`config.mk`:
```
export PLATFORM = sky130hd
export DESIGN_NAME = op_stack
export DESIGN_NICKNAME = d
export VERILOG_FILES = /design/src/rtl/op_stack_pkg.sv /design/src/rtl/stack_mem.sv /design/src/rtl/op_stack.sv
export SDC_FILE = /design/constraint.sdc
export NUM_CORES = 1
export LEC_CHECK = 0
export BUFFER_PORTS_ARGS = -buffer_cell sky130_fd_sc_hd__buf_4
export CAP_MARGIN = 15
export CORE_UTILIZATION = 24
export DETAILED_ROUTE_END_ITERATION = 6
export HOLD_SLACK_MARGIN = 0.06
export PLACE_DENSITY = 0.45
export SLEW_MARGIN = 20
export SYNTH_ARGS = -nofsm -noshare
export SYNTH_HDL_FRONTEND = slang
export SYNTH_SLANG_ARGS = --single-unit
export TNS_END_PERCENT = 1
```
`constraint.sdc`:
```
create_clock -name clk -period 11.1 [get_ports clk]
set_clock_uncertainty 0.1 [all_clocks]
set_input_delay 0.555 -clock clk [delete_from_list [all_inputs] [get_ports clk]]
set_output_delay 0.555 -clock clk [all_outputs]
set_load 0.005 [all_outputs]
```
`src/rtl/op_stack_pkg.sv`:
```
// Shared processor constants: default datapath width, stack depth and the
// width helpers used by the operand stack and the ALU.
package op_stack_pkg;

   localparam int unsigned NUBITS_DEF = 32;
   localparam int unsigned SDEPTH_DEF = 10;

   // Bits needed to hold a count in the range 0..n inclusive.
   function automatic int unsigned clog2_w(input int unsigned n);
      return $clog2(n + 1);
   endfunction

   // One decoded request per cycle, already resolved by priority and stack level.
   typedef enum logic [3:0] {
      OP_IDLE,
      OP_CLR,
      OP_PUSH,
      OP_OVF,
      OP_POP,
      OP_POP_LAST,
      OP_UNF,
      OP_REPLACE,
      OP_PUSH_UNF
   } stack_op_e;

endpackage

```
`src/rtl/stack_mem.sv`:
```
// Operand stack storage: one synchronous write port, one asynchronous read port.
module stack_mem #(
   parameter int unsigned NUBITS = 32,
   parameter int unsigned SDEPTH = 10,
   parameter int unsigned AW     = 4
) (
   input  logic              clk,
   input  logic              we,
   input  logic [AW-1:0]     waddr,
   input  logic [NUBITS-1:0] wdata,
   input  logic [AW-1:0]     raddr,
   output logic [NUBITS-1:0] rdata
);

   logic [NUBITS-1:0] mem [SDEPTH];

   // NOTE: storage has no reset; the stack count marks which entries are valid.
   always_ff @(posedge clk) begin
      if (we) mem[waddr] <= wdata;
   end

   assign rdata = mem[raddr];

endmodule

```
`src/rtl/op_stack.sv`:
```
// Operand stack: count, registered top-of-stack, sticky overflow/underflow flags,
// and request priority (clr over push/pop); entries live in stack_mem.
module op_stack
   import op_stack_pkg::*;
#(
   parameter int unsigned NUBITS = NUBITS_DEF,
   parameter int unsigned SDEPTH = SDEPTH_DEF
) (
   input  logic                     clk,
   input  logic                     rst,
   input  logic                     push,
   input  logic                     pop,
   input  logic                     clr,
   input  logic signed [NUBITS-1:0] in,
   output logic signed [NUBITS-1:0] out,
   output logic                     empty,
   output logic                     full,
   output logic                     ovf,
   output logic                     unf
);

   localparam int unsigned SPW = clog2_w(SDEPTH);
   localparam int unsigned AW  = $clog2(SDEPTH);
   localparam logic [SPW-1:0] SP_ZERO = '0;
   localparam logic [SPW-1:0] SP_ONE  = SPW'(1);
   localparam logic [SPW-1:0] SP_TWO  = SPW'(2);
   localparam logic [SPW-1:0] SP_FULL = SPW'(SDEPTH);

   logic [SPW-1:0]          sp, sp_nxt;
   logic [NUBITS-1:0]       tos, tos_nxt;
   logic                    ovf_nxt, unf_nxt;
   logic                    we;
   logic [AW-1:0]           waddr;
   logic [AW-1:0]           raddr;
   logic [NUBITS-1:0]       rdata;
   logic [SPW-1:0]          sp_m1, sp_m2;
   stack_op_e               op;

   assign sp_m1 = sp - SP_ONE;
   assign sp_m2 = sp - SP_TWO;
   // Entry just below the top; only consumed when sp >= 2.
   assign raddr = sp_m2[AW-1:0];

   stack_mem #(
      .NUBITS (NUBITS),
      .SDEPTH (SDEPTH),
      .AW     (AW)
   ) u_mem (
      .clk   (clk),
      .we    (we),
      .waddr (waddr),
      .wdata (in),
      .raddr (raddr),
      .rdata (rdata)
   );

   always_comb begin
      op = OP_IDLE;
      if (clr)                op = OP_CLR;
      else if (push && pop)   op = (sp == SP_ZERO) ? OP_PUSH_UNF : OP_REPLACE;
      else if (push)          op = (sp == SP_FULL) ? OP_OVF : OP_PUSH;
      else if (pop) begin
         if (sp == SP_ZERO)     op = OP_UNF;
         else if (sp == SP_ONE) op = OP_POP_LAST;
         else                   op = OP_POP;
      end
   end

   // NOTE: every output of this block gets a default first so no latch is inferred.
   always_comb begin
      sp_nxt  = sp;
      tos_nxt = tos;
      ovf_nxt = ovf;
      unf_nxt = unf;
      we      = 1'b0;
      waddr   = sp[AW-1:0];
      unique case (op)
         OP_CLR: begin
            sp_nxt  = SP_ZERO;
            tos_nxt = '0;
            ovf_nxt = 1'b0;
            unf_nxt = 1'b0;
         end
         OP_PUSH, OP_PUSH_UNF: begin
            we      = 1'b1;
            sp_nxt  = sp + SP_ONE;
            tos_nxt = in;
            if (op == OP_PUSH_UNF) unf_nxt = 1'b1;
         end
         OP_OVF:      ovf_nxt = 1'b1;
         OP_UNF:      unf_nxt = 1'b1;
         OP_POP: begin
            sp_nxt  = sp_m1;
            tos_nxt = rdata;
         end
         OP_POP_LAST: begin
            sp_nxt  = SP_ZERO;
            tos_nxt = '0;
         end
         OP_REPLACE: begin
            we      = 1'b1;
            waddr   = sp_m1[AW-1:0];
            tos_nxt = in;
         end
         default: ;
      endcase
   end

   // NOTE: sequential state uses non-blocking assignments so every register samples pre-edge values.
   always_ff @(posedge clk or negedge rst) begin
      if (!rst) begin
         sp  <= SP_ZERO;
         tos <= '0;
         ovf <= 1'b0;
         unf <= 1'b0;
      end else begin
         sp  <= sp_nxt;
         tos <= tos_nxt;
         ovf <= ovf_nxt;
         unf <= unf_nxt;
      end
   end

   assign out   = tos;
   assign empty = (sp == SP_ZERO);
   assign full  = (sp == SP_FULL);

endmodule

```
Word-level counts from Yosys, hierarchy flattened
Memory sizes are Yosys's and may differ from the RTL's. Index checks and enable logic that the tools add are counted. Widths: inputs -> output; s select.

Add/sub/neg operators: 3. Equality and inequality tests: 11. Multiplexer cells: 17. Reductions and logical operators: 10.

Operator list (number): $pmux 32 s3 (1); $eq 4x3->1 const B (4); $mux 4 (4); $pmux 4 s3 (1); $reduce_bool 3->1 (3); $eq 4x1->1 const B (2); $eq 4x2->1 const B (2); $eq 4x4->1 const B (2); $mux 1 (6); $mux 3 (2); $add 4x1->4 const B (1); $logic_not 4->1 (1); $reduce_or 2->1 (2); $sub 4x1->4 const B (1); $sub 4x2->4 const B (1); $pmux 1 s3 (1); $reduce_or 3->1 (1); $mux 2 (1); $ne 2x2->1 const B (1); $pmux 1 s2 (1); $reduce_and 2->1 (1); $reduce_bool 2->1 (1); $logic_and 1x1->1 (1).

Register bits: 38. RAM bits: 320. Input port bits: 37. Output and inout port bits: 36. Word-level logic and storage cells: 46. Memories: 1.

Memory list: u_mem.mem (depth 10, bits a word 32, rd ports 1, clocked after memory_dff 0, wr ports 1, line stack_mem.sv:15) `logic [NUBITS-1:0] mem [SDEPTH];`.

Longest topological paths before layout
Gate-level depths: netlist of run 1.

Depth in word-level cells: 12. Mapped depth: 11. Depth with buffers taken out: 7.

Hierarchy
A second synthesis of run 1 with hierarchy kept.

Cells, all modules: 848. Area total of the unflattened synthesis: 14760.4 µm².

By module, submodules not included: stack_mem (times used 1, cells an instance 666, area an instance 12649.6 µm², seq. area each 9609.2 µm²); op_stack (times used 1, cells an instance 182, area an instance 2110.8 µm², seq. area each 950.9 µm²).

Least setup slack after synthesis of run 1
No wires, ideal clock.

Path kind: reg2reg. Start point: register sp[0]. End point: memory u_mem.mem[0][0], enable pin. Library setup time: 0.466 ns. Arrival time: 4.253 ns. Required time: 10.534 ns. Slack: 6.281 ns. Cell stages (with the launch flop): 11. Buffers on the path: 4. Clock period less this slack: 4.819 ns. Cells stage by stage: dfrtp_1 buf_2 buf_2 clkinv_1 ha_1 buf_4 or3b_1 buf_6 and3_1 nand4_1 o21ai_0.

Word-level cells in the longest chain between the ends: 12. Elaborated cells between the ends (all ways): 20. Those cells by class: add/sub (1); eq/ne (5); mux (12); reduce/logical (2).

Ends and longest elaborated chain: start: declaration (line op_stack.sv:29) `logic [SPW-1:0] sp, sp_nxt;`; start signal: assignment (line op_stack.sv:117) `sp <= sp_nxt;`; $eq 4x1->1 (line op_stack.sv:64) `else if (sp == SP_ONE) op = OP_POP_LAST;`; $mux 1 (line op_stack.sv:64); $mux 2 (line op_stack.sv:63) `if (sp == SP_ZERO) op = OP_UNF;`; $mux 3 (line op_stack.sv:62) `else if (pop) begin`; $mux 3 (line op_stack.sv:61) `else if (push) op = (sp == SP_FULL) ? OP_OVF : OP_PUSH;`; $mux 4 (line op_stack.sv:60) `else if (push && pop) op = (sp == SP_ZERO) ? OP_PUSH_UNF : OP_REPLACE;`; $mux 4 (line op_stack.sv:59) `if (clr) op = OP_CLR;`; $eq 4x4->1, or another cell as far along (line op_stack.sv:77) `unique case (op)`; $reduce_or 3->1 (no source line); $mux 1 (line op_stack.sv:77); $mux 1 (line stack_mem.sv:19) `if (we) mem[waddr] <= wdata;`; $mux 1 (not written as such) (line stack_mem.sv:19); end: declaration (line stack_mem.sv:15).

Parallel ways exist; a longest one is shown, timed or not.

Worst setup path in the final report of run 1
Start point: register sp[0]. End point: memory u_mem.mem[6][3], enable pin.

Same word-level chain as after synthesis.

==> key figures, run 1 <==
Status
  • Status: complete, but fails checks
  • Failing checks: DRC

Placed design
  • Setup WS pre-CTS: between 6 and 7 ns
  • DP HPWL: around 20000 microns
  • Cell count after placement: between 1500 and 2000
  • GPL Wtd Cong: 0.7126
  • IO Port Bufs: 72

Global route
  • First-pass GRT wire length: 53410 microns
  • All-Layer GR Usage: between 10% and 20%
  • Vias in the first global route: 7900
  • Initial antenna violation count: 1
  • Largest net degree at the start of global routing: 66
  • Global route overflow: 0

Setup path
  • Startpoint types: flip-flop
  • Nature of the critical path endpoint: flip-flop
  • RR Endpoint: u_mem.mem[6][3]$_DFFE_PP_
  • Crit-path max FO: 25
  • Register-to-register setup slack: 6.76 ns
  • Crit-path leading delay family: buffers and inverters
  • Slowest stage cell, crit path: o22ai_4
  • Buffers & Inverters on Critical Path: 2
  • Setup Crit Path Kind: reg2reg
  • CP max stage delay: around 0.75 ns
  • R2R Path Start: sp[0]$_DFFE_PN0P_
  • Required time worst endpoint: approximately 11 ns
  • Crit-path cells: clkinv_1, ha_1, or3b_1, and3_1, nand2_1, o22ai_4, buf_4
  • Worst R2R Path Depth: 7
  • CP arrival: about 4.5 ns

Timing
  • Count of final setup violators: 0
  • Final Cycle Share: roughly two fifths
  • Post-route minimum period: about 4.3 ns
  • Worst Tran Pin Value: 1.067 ns
  • Fmax: about 230 MHz
  • Setup_tns: 0 ns
  • Fin. max-slew vios: 0
  • Setup ws final: about 6.8 ns
  • Max_slew headroom: around 29%
  • Final Hold Vio Count: 0
  • RSZ-0062 raised after global routing: no

Clock tree
  • Root Buffer: clkbuf_16
  • CTS max path bufs: 3
  • H-tree levels: 2
  • CTS Buf Count: 40
  • Clk slew on worst S/H paths: 0.06 ns
  • Clock Sinks: around 360
  • Gates resized, CTS repair: 0
  • Clk_lat worst skew: 0.55 ns
  • CTS tree: yes

Yosys
  • Post-synth top cells: 320 x edfxtp_1, 104 x nand3_1, 66 x mux2_2, 64 x mux4_2, 38 x dfrtp_1
  • Yosys cell types: 46
  • Main synth FF type: edfxtp_1
  • Synth Warn #: 0
  • #FFs+latches synth: approximately 360
  • Avg Inst Size Synth: between 15 and 20 sq um
  • Number of synthesized flops with an enable pin: between 300 and 400
  • Post-synthesis sequential area ratio: roughly 73%
  • Post-Syn Nets: 832
  • Post-synth top area cell: edfxtp_1
  • Most frequent cell after synthesis: edfxtp_1
  • Top cell type's share of synthesized area: 66.72%
  • Async S/R FF share, synth: roughly a tenth
  • Mapped cell area: approximately 0.014 sq mm
  • Mapped Cells: between 700 and 800
  • Main area contributors after synthesis: edfxtp_1 67%, mux4_2 10%, dfrtp_1 6.6%, mux2_2 5.2%, nand3_1 3.6%

Die
  • Die Y: ~250 microns
  • Core area: slightly below 0.06 sq mm
  • Die area: 0.06099 sq mm
  • Rows: 89
  • I/O pin total: between 70 and 80
  • Initial Utilization: 24.36%
  • Die X-Extent: approximately 250 microns

Routing
  • Final WL: 35750 microns
  • Total iterations of the first detailed-routing run: 7
  • Vias: between 7000 and 8000
  • Via-per-instance ratio: about 4.5
  • WL/cell: 21.33 microns
  • DRC: 10
  • DRT iter0 DRCs: between 600 and 700
  • Antenna-violating nets left: 0

Worst hold path
  • HP Class: in2reg
  • Hold Crit Start: clr
  • Worst hold stages: 2
  • Hold Path End: unf$_DFFE_PN0P_

Run
  • Max cap viols: 0

Layout
  • Layout cells sized above 1: between 30% and 40%
  • Nets: approximately 900
  • Fin cells: between 1500 and 2000
  • Area Overhead vs Synth: 19.57%
  • # diodes: 0

Power
  • Max VDD drop: around 160 uV
  • P per Cell Area: 228.9 mW/mm^2
  • P_leak: between 5 and 6 nW
==> per-stage QoR <==
stage               hold slack [ns]  utilization (%)  area, sq um  power (mW)
CTS                          0.1398            29.12        17220       4.002
floorplan                    0.1594                -        14400       2.342
global route                 0.1593            29.12        17220       4.118
finish                       0.1737            29.12        17220       3.942
global placement             0.3942            27.05        15990       2.731
detailed placement           0.3982            27.05        15990       2.732
==> timing repair <==
item                                    4_1_cts  5_1_grt
hold endpoints to repair                     38        0
setup buffers                                 0        0
endpoints found under the setup margin        0        0
hold buffers                                  1        0
==> how the worst max path moves through the flow <==
stage                            startpoint  cells past startpoint                         to  slack, ns
after CTS                 sp[0]$_DFFE_PN0P_                      7  u_mem.mem[6][3]$_DFFE_PP_       6.70
after global placement    sp[0]$_DFFE_PN0P_                      7  u_mem.mem[7][5]$_DFFE_PP_       6.87
final                     sp[0]$_DFFE_PN0P_                      7  u_mem.mem[6][3]$_DFFE_PP_       6.76
after floorplan           sp[0]$_DFFE_PN0P_                     10  u_mem.mem[0][0]$_DFFE_PP_       6.28
after global routing      sp[0]$_DFFE_PN0P_                      7  u_mem.mem[6][3]$_DFFE_PP_       6.48
after detailed placement  sp[0]$_DFFE_PN0P_                      7  u_mem.mem[6][5]$_DFFE_PP_       6.75
==> logic make-up after synthesis <==
| family | Yosys count | synth area share, % |
|---|---|---|
| and+or+nand+nor | 199 | 7.020 |
| AOI/OAI and AO/OA | 30 | 1.642 |
| adders and majority gates | 7 | 0.6081 |
| buffers and inverters | 57 | 1.772 |
| DFF | 358 | 73.33 |
| muxes | 134 | 15.45 |
| xor gates and xnor gates | 3 | 0.1825 |
==> flip-flops by register name, summed over array words and instances, names as in the netlist <==
| name | cells |
|---|---|
| ovf | 1 |
| unf | 1 |
| out | 32 |
| sp | 4 |
| u_mem.mem | 320 |
==> power breakdown <==
group | total, mW | switching (mW) | internal, mW
Sequential | 1.66 | 0.0667 | 1.59
Clock | 1.26 | 0.531 | 0.725
Combinational | 1.03 | 0.571 | 0.456
Total | 3.94 | 1.17 | 2.77
==> final cells by class <==
type                    count  area [sq um]
clock inverters            20         145.1
inverters                   7         26.28
multi-input cells         373          3754
fillers                  5863         41910
repair buffers             92         693.2
well taps                 773         967.2
flip-flops and latches    358         10560
clock buffers              53          1071
==> worst register-to-register path: stages (launching register included) <==
cell and delay [ns]:
dfrtp_4 0.71, clkinv_1 0.57, ha_1 0.49, or3b_1 0.38
and3_1 0.31, nand2_1 0.27, o22ai_4 0.75, buf_4 0.44
==> placed cells by master (no fill, tap or decap), drive strengths merged, types with 8 or more instances in the layout <==
master,instances
clkinv,17
dfrtp,38
clkbuf,53
mux4,64
inv,8
nand4,33
mux2,66
buf,91
nand3,104
nor2,9
edfxtp,320
nand2,36
==> metal layers <==
layer  part of all wire [%]  GRT usage [%]  routed length (microns)  vias to the layer above
met5                  0.039              0                       14                        -
met4                    2.1          3.776                      757                        2
met3                    4.3          2.030                     1529                       46
met2                     46          18.78                    16540                      191
met1                     47          16.50                    16910                     3996
li1                       -              -                        -                     3350
Power figures use the tool's default switching activity.
==> inputs of run 2 (changes only) <==
Clock period 11.1 ns to 4.15 ns, I/O delays scaled along.
==> run 2 against run 1 <==
Against the previous run:
- the run still ends with DRC left
- first-iteration DRC count decreased by 2.9%
- critical path depth unchanged
- global-route usage increased by 0.43 points
- sequential cell count unchanged
- critical endpoint is now u_mem.mem[6][27]$_DFFE_PP_
- highest routed layer is now met4
- sequential share of layout area decreased by 1.8 points
- via count increased by 1.8%
==> key figures, run 2 (synthesized netlist as in run 1, its figures left out) <==
Clock tree
  • CTS Hold Bufs: 37 (+36)
  • Postcts setup bufs: 0 (unchanged)
  • H-tree levels: 2 (unchanged)
  • Clk_lat worst skew: 0.55 ns (about the same)
  • CTS max path bufs: 3 (unchanged)
  • Root Buffer: clkbuf_16
  • Clock Sinks: 358 (unchanged)
  • Clk slew on worst S/H paths: 0.06 ns (about the same)
  • CTS Buf Count: 41 (+2.5%)
  • Gates resized, CTS repair: 0 (unchanged)
  • CTS tree: yes

Global route
  • Vias in the first global route: 8203 (+3.8%)
  • Largest net degree at the start of global routing: 111 (+68%)
  • Initial antenna violation count: 0 (-1)
  • First-pass GRT wire length: 55010 microns (+3.0%)
  • Global route overflow: 0 (unchanged)
  • All-Layer GR Usage: 12.31% (+0.43 points)

Timing
  • Max_slew headroom: 29.59% (+0.72 points)
  • Fin. max-slew vios: 0 (unchanged)
  • Count of final setup violators: 0 (unchanged)
  • Setup ws final: 0.5358 ns (-6.219 ns)
  • Worst Tran Pin Value: 1.054 ns (-0.01317 ns)
  • Min Hold Slack: 0.1343 ns (-0.03941 ns)
  • Final Cycle Share: 87.09% (+48 points)
  • RSZ-0062 raised after global routing: no
  • Final Hold Vio Count: 0 (unchanged)
  • Fmax: 276.7 MHz (+20%)
  • Post-route minimum period: 3.614 ns (-0.7305 ns)

Die
  • I/O pin total: 73 (unchanged)
  • Core area: 0.05913 sq mm (unchanged)
  • Die area: 0.06099 sq mm (unchanged)
  • Initial Utilization: 24.36% (unchanged)
  • Die X-Extent: 247.0 microns (unchanged)
  • Rows: 89 (unchanged)
  • Die Y: 247.0 microns (unchanged)

Power
  • Comb pwr share: 26.8% (+0.7 points)
  • Switching pwr: 3.154 mW (+170%)
  • Sequential Power Share: 41.2% (-0.9 points)
  • Switching portion of total power: 29.64% (about the same)
  • Max VDD drop: 316.5 uV (+95%)
  • Power Total: 10.64 mW (+170%)
  • P per Cell Area: 600.2 mW/mm^2 (+160%)
  • Clock power frac: 31.9% (about the same)
  • Cell Int Power: 7.486 mW (+170%)
  • P_leak: 5.835 nW (+4.0%)

Layout
  • Area Overhead vs Synth: 23.10%
  • Nets: 963 (+5.1%)
  • Largest reg by FF count: u_mem.mem
  • # diodes: 0 (unchanged)
  • Fin area: 0.01773 sq mm (+3.0%)
  • Layout cells sized above 1: 32.77% (+0.10 points)
  • Most frequent cells in the layout: 320 x edfxtp_1, 104 x nand3_1, 97 x buf_4, 66 x mux2_2, 64 x mux4_2
  • Most common cell after layout, fill and taps aside: edfxtp_1
  • Max reg flops: 320 (unchanged)

Setup path
  • CP arrival: 3.70 ns (-0.77 ns)
  • Slowest stage cell, crit path: or3b_1
  • Crit-path max FO: 23 (-8.0%)
  • Nature of the critical path endpoint: flip-flop
  • Buffers & Inverters on Critical Path: 2 (unchanged)
  • CP max stage delay: 0.53 ns (-0.22 ns)
  • Required time worst endpoint: 4.24 ns (-6.98 ns)
  • Crit-path cells: inv_2, ha_1, or3b_1, a221oi_4, nand3_1, o22ai_4, buf_4
  • Startpoint types: flip-flop
  • Setup Crit Path Kind: reg2reg
  • Crit-path leading delay family: simple AND/OR/NAND/NOR gates

Status
  • Status: complete, but fails checks
  • Failing checks: DRC

Routing
  • DRT iter0 DRCs: 600 (-2.9%)
  • Final WL: 36770 microns (+2.9%)
  • WL/cell: 21.35 microns (+0.11%)
  • Antenna-violating nets left: 0 (unchanged)
  • Via-per-instance ratio: 4.483 (-0.95%)
  • DRC: 10 (unchanged)
  • Vias: 7719 (+1.8%)
  • Total iterations of the first detailed-routing run: 7 (unchanged)

Placed design
  • Setup WS pre-CTS: 0.5532 ns (-6.195 ns)
  • GPL Wtd Cong: 0.6995 (-1.8%)
  • IO Port Bufs: 72 (unchanged)
  • DP HPWL: 20880 microns (+5.0%)
  • Post-DP Area: 0.01612 sq mm (+0.78%)

Worst hold path
  • HP Class: in2async

Run
  • Max cap viols: 0 (unchanged)
-- run 2: changes by cell type in the layout (fill, tap and decap cells not counted), sizes merged --
| cell | delta |
|---|---|
| buf | +10 |
| clkinvlp | +3 |
| dlygate4sd3 | +36 |
| clkinv | -10 |
| bufinv | -1 |
| inv | +1 |
| clkbuf | +7 |
-- run 2: cell type report --
type,count,area (sq um)
Timing Repair Buffer,138,1179
Inverter,7,26.28
Clock inverter,13,111.4
Multi-Input combinational cell,373,3754
Tap cell,773,967.2
Sequential cell,358,10560
Clock buffer,60,1127
Fill cell,5836,41400
-- run 2: path summary, 6_finish.rpt --
kind | start | endpoint | slack (ns) | cells after the start
max | sp[1]$_DFFE_PN0P_ | u_mem.mem[6][27]$_DFFE_PP_ | 0.54 | 7
min | rst | out[16]$_DFFE_PN0P_ | 0.13 | 2
max reg2reg | sp[1]$_DFFE_PN0P_ | u_mem.mem[6][27]$_DFFE_PP_ | 0.54 | 7
min reg2reg | out[18]$_DFFE_PN0P_ | out[18]$_DFFE_PN0P_ | 0.43 | 2
max in group asynchronous | rst | sp[0]$_DFFE_PN0P_ | 3.30 | 2
min in group clk | push | out[16]$_DFFE_PN0P_ | 0.25 | 5
-- run 2: metal layers --
metal | wire length [microns] | global-route usage [%] | vias to the layer above
met5 | 0 | 0 | -
met4 | 670 | 3.486 | 0
met3 | 2019 | 2.540 | 44
met2 | 17270 | 19.57 | 189
met1 | 16810 | 16.90 | 4047
li1 | - | - | 3439
-- run 2: through the flow --
step / instances / setup TNS [ns] / util (%)
after floorplan: 788 / -68.66 / -
after global placement: 1612 / 0 / 27.26
after detailed placement: 1612 / 0 / 27.26
after CTS: 1722 / 0 / 29.98
after global routing: 1722 / 0 / 29.98
final: 1722 / 0 / 29.98
-- run 2: worst register-to-register path, cell delays in order (launching register included) --
cell and delay (ns):
dfrtp_1 0.49, inv_2 0.34, ha_1 0.37, or3b_1 0.53, a221oi_4 0.48, nand3_1 0.27
o22ai_4 0.22, buf_4 0.43
-- run 2: power by group through the flow --
| stage | sequential [mW] | clock, mW | combinational, mW |
|---|---|---|---|
| 5_1_grt | 4.42 | 3.64 | 3.12 |
| 3_3_place_gp | 4.45 | 0 | 2.91 |
| 2_1_floorplan | 4.43 | 0 | 1.84 |
| 3_5_place_dp | 4.46 | 0 | 2.90 |
| 4_1_cts | 4.39 | 3.51 | 2.94 |
| 6_report | 4.39 | 3.40 | 2.86 |
==> inputs of run 3 (changes only) <==
Settings changed: ABC_AREA from default to 1.
==> run 3 against run 2 <==
Against the previous run:
- the flow now finishes without violations
- cell count up 37%
- via count grew 35%
- sequential share of layout area shrank 2.1 points
- clock power is 3% higher
- synthesized area rose by 5.0%
- critical path type unchanged
- largest power group unchanged
==> key figures, run 3 <==
Routing
  • Final WL: 44650 microns (+21%)
  • Vias: 10400 (+35%)
  • Via-per-instance ratio: 4.406 (-1.7%)
  • Antenna-violating nets left: 0 (unchanged)
  • DRC: 0 (-10)
  • WL/cell: 18.92 microns (-11%)
  • Total iterations of the first detailed-routing run: 5 (-2)
  • DRT iter0 DRCs: 665 (+11%)

Clock tree
  • CTS tree: yes
  • CTS Buf Count: 40 (-2.4%)
  • Gates resized, CTS repair: 0 (unchanged)
  • Clk slew on worst S/H paths: 0.06 ns (about the same)
  • Clock Sinks: 358 (unchanged)
  • CTS max path bufs: 3 (unchanged)
  • Root Buffer: clkbuf_16
  • H-tree levels: 2 (unchanged)
  • Clk_lat worst skew: 0.55 ns (about the same)

Yosys
  • Yosys cell types: 29 (-37%)
  • Synth Warn #: 0 (unchanged)
  • Top cell type's share of synthesized area: 63.55% (-3.2 points)
  • Avg Inst Size Synth: 10.85 sq um (-41%)
  • Post-synth top area cell: edfxtp_1
  • Mapped cell area: 0.01512 sq mm (+5.0%)
  • Mapped Cells: 1394 (+77%)
  • Post-synth top cells: 470 x nand2_1, 320 x edfxtp_1, 259 x nand3_1, 65 x nor2_1, 59 x inv_1
  • Async S/R FF share, synth: 10.61% (unchanged)
  • Main synth FF type: edfxtp_1
  • Post-Syn Nets: 1438 (+73%)
  • #FFs+latches synth: 358 (unchanged)
  • Post-synthesis sequential area ratio: 69.84% (-3.5 points)
  • Number of synthesized flops with an enable pin: 320 (unchanged)
  • Main area contributors after synthesis: edfxtp_1 64%, nand2_1 12%, nand3_1 8.6%, dfrtp_1 6.3%, nor2_1 1.6%
  • Most frequent cell after synthesis: nand2_1

Timing
  • RSZ-0062 raised after global routing: no
  • Post-route minimum period: 3.309 ns (-0.3057 ns)
  • Worst Tran Pin Value: 1.045 ns (-0.008844 ns)
  • Fmax: 302.2 MHz (+9.2%)
  • Fin. max-slew vios: 0 (unchanged)
  • Setup_tns: 0 ns (unchanged)
  • Count of final setup violators: 0 (unchanged)
  • Final Hold Vio Count: 0 (unchanged)
  • Final Cycle Share: 79.72% (-7.4 points)
  • Max_slew headroom: 30.34% (+0.75 points)

Power
  • Power Total: 10.24 mW (-3.8%)
  • Comb pwr share: 24.0% (-2.8 points)
  • Sequential Power Share: 41.8% (+0.6 points)
  • Switching portion of total power: 31.46% (+1.8 points)
  • P per Cell Area: 556.6 mW/mm^2 (-7.3%)
  • Max VDD drop: 227.5 uV (-28%)
  • Switching pwr: 3.220 mW (+2.1%)
  • Clock power frac: 34.2% (+2.3 points)
  • Cell Int Power: 7.015 mW (-6.3%)
  • P_leak: 7.015 nW (+20%)

Setup path
  • Startpoint types: flip-flop
  • Setup Crit Path Kind: reg2reg
  • Worst R2R Path Depth: 10 (+3)
  • Crit-path cells: buf_4, buf_4, o21ai_0, o21ai_0, nand2_1, nand2_1, nand2_1, a21oi_1, nand2_1, nand3_1
  • RR Endpoint: out[31]$_DFFE_PN0P_
  • Slowest stage cell, crit path: buf_4
  • Required time worst endpoint: 4.54 ns (+0.30 ns)
  • R2R Path Start: sp[0]$_DFFE_PN0P_
  • CP max stage delay: 0.92 ns (+0.39 ns)
  • Nature of the critical path endpoint: flip-flop
  • Register-to-register setup slack: 0.84 ns (+0.31 ns)
  • Worst path most repeated cell: nand2_1
  • Crit-path max FO: 90 (+290%)
  • Worst setup path start: sp[0]$_DFFE_PN0P_
  • CP arrival: 3.70 ns (about the same)
  • Critical Path Sink: out[31]$_DFFE_PN0P_

Die
  • Initial Utilization: 24.41% (+0.057 points)
  • Die Y: 253.0 microns (+2.4%)
  • Die area: 0.06401 sq mm (+5.0%)
  • Die X-Extent: 253.0 microns (+2.4%)
  • I/O pin total: 73 (unchanged)
  • Rows: 91 (+2.2%)
  • Core area: 0.06194 sq mm (+4.8%)

Worst hold path
  • HP Class: in2reg

Placed design
  • GPL Wtd Cong: 0.7202 (+3.0%)
  • IO Port Bufs: 72 (unchanged)
  • DP HPWL: 23800 microns (+14%)

Global route
  • Largest net degree at the start of global routing: 91 (-18%)
  • First-pass GRT wire length: 66920 microns (+22%)
  • Vias in the first global route: 10330 (+26%)
  • All-Layer GR Usage: 14.02% (+1.7 points)
  • Global route overflow: 0 (unchanged)
  • Initial antenna violation count: 2 (+2)

Layout
  • Fill cells: 6443 (+10%)
  • Max reg flops: 320 (unchanged)
  • Nets: 1535 (+59%)
  • Largest reg by FF count: u_mem.mem
  • # diodes: 0 (unchanged)
  • Most frequent cells in the layout: 470 x nand2_1, 320 x edfxtp_1, 259 x nand3_1, 96 x buf_4, 57 x inv_1
  • Fin util: 29.69% (-0.30 points)
  • Most common cell after layout, fill and taps aside: nand2_1
  • Area Overhead vs Synth: 21.61%
  • Layout cells sized above 1: 12.74% (-20 points)

Status
  • Status: complete, no violations

Run
  • Max cap viols: 0 (unchanged)
[run 3: changes by cell type after synthesis, sizes merged, moves of 5 or more]
| cell | previous run | this run |
|---|---|---|
| clkbuf | 25 | 35 |
| inv | 5 | 63 |
| o21ai | 7 | 50 |
| buf | 25 | 48 |
| a21oi | 5 | 15 |
| nand4 | 33 | 5 |
| mux4 | 64 | 0 |
| mux2 | 66 | 0 |
| nand2 | 36 | 473 |
| nor2b | 5 | 0 |
| nand3 | 104 | 264 |
| nor2 | 9 | 69 |
[run 3: power groups by stage]
| stage | logic (mW) | registers [mW] | clock network, mW |
|---|---|---|---|
| 6_report | 2.46 | 4.27 | 3.50 |
| 5_1_grt | 2.75 | 4.30 | 3.73 |
| 4_1_cts | 2.51 | 4.28 | 3.61 |
| 3_5_place_dp | 2.47 | 4.35 | 0 |
| 3_3_place_gp | 2.46 | 4.36 | 0 |
| 2_1_floorplan | 1.45 | 4.31 | 0 |
[run 3: kinds of logic (layout without fill, tap and decap cells)]
family | Yosys count | count (layout) | synth area share [%]
AND/OR/NAND/NOR | 812 | 812 | 22.96
XOR/XNOR | 4 | 4 | 0.2317
AO/OA/AOI/OAI | 66 | 66 | 2.292
adder cells (fa/ha/maj) | 7 | 7 | 0.5792
buffers and inverters | 147 | 276 | 4.096
flip-flops | 358 | 358 | 69.84
[run 3: area by class of cell]
class | instances | area (sq um) | share of cell area, %
Timing Repair Buffer | 138 | 1221 | 6.641
Inverter | 64 | 242.7 | 1.320
Multi-Input combinational cell | 889 | 4024 | 21.88
Clock inverter | 18 | 165.2 | 0.8982
Tap cell | 837 | 1047 | 5.695
Sequential cell | 358 | 10570 | 57.46
Clock buffer | 56 | 1122 | 6.104
[run 3: how the worst min path moves through the flow]
| stage | startpoint | endpoint | slack [ns] | cells past startpoint |
|---|---|---|---|---|
| after global routing | push | unf$_DFFE_PN0P_ | 0.18 | 5 |
| after CTS | pop | sp[1]$_DFFE_PN0P_ | 0.12 | 5 |
| after floorplan | rst | out[0]$_DFFE_PN0P_ | -0.19 | 0 |
| after detailed placement | rst | ovf$_DFFE_PN0P_ | 0.22 | 1 |
| final | push | unf$_DFFE_PN0P_ | 0.16 | 5 |
| after global placement | rst | ovf$_DFFE_PN0P_ | 0.22 | 1 |
[run 3: what timing repair did]
action | 4_1_cts | 5_1_grt
hold endpoints to repair | 394 | 0
setup buffers | 0 | 0
hold buffers | 34 | 0
[run 3: per-stage QoR]
| stage | worst slack (ns) | hold WS (ns) | std cells | area [sq um] |
|---|---|---|---|---|
| final | 0.8415 | 0.1626 | 2360 | 18390 |
| after global routing | 0.5909 | 0.1775 | 2360 | 18390 |
| after CTS | 0.8355 | 0.1250 | 2360 | 18390 |
| after detailed placement | 0.8521 | 0.2214 | 2252 | 16760 |
| after global placement | 0.8762 | 0.2225 | 2252 | 16760 |
| after floorplan | 0.1080 | -0.1881 | 1394 | 15120 |
[run 3: layer usage]
metal  part of all wire, %  vias up  GRT usage, %
li1                      -     4955             -
met1                    46     5147         18.83
met2                    48      226         23.29
met3                   3.9       67         2.179
met4                   1.9        4         4.000
met5                 0.040        -             0
[run 3: worst max-delay path, delay by kind of cell (launching register included)]
kind	cells	cell delay, ns
buffers and inverters	2	1.62
AND/OR/NAND/NOR	5	0.44
AO/OA/AOI/OAI	3	0.60
flip-flops	1	0.44
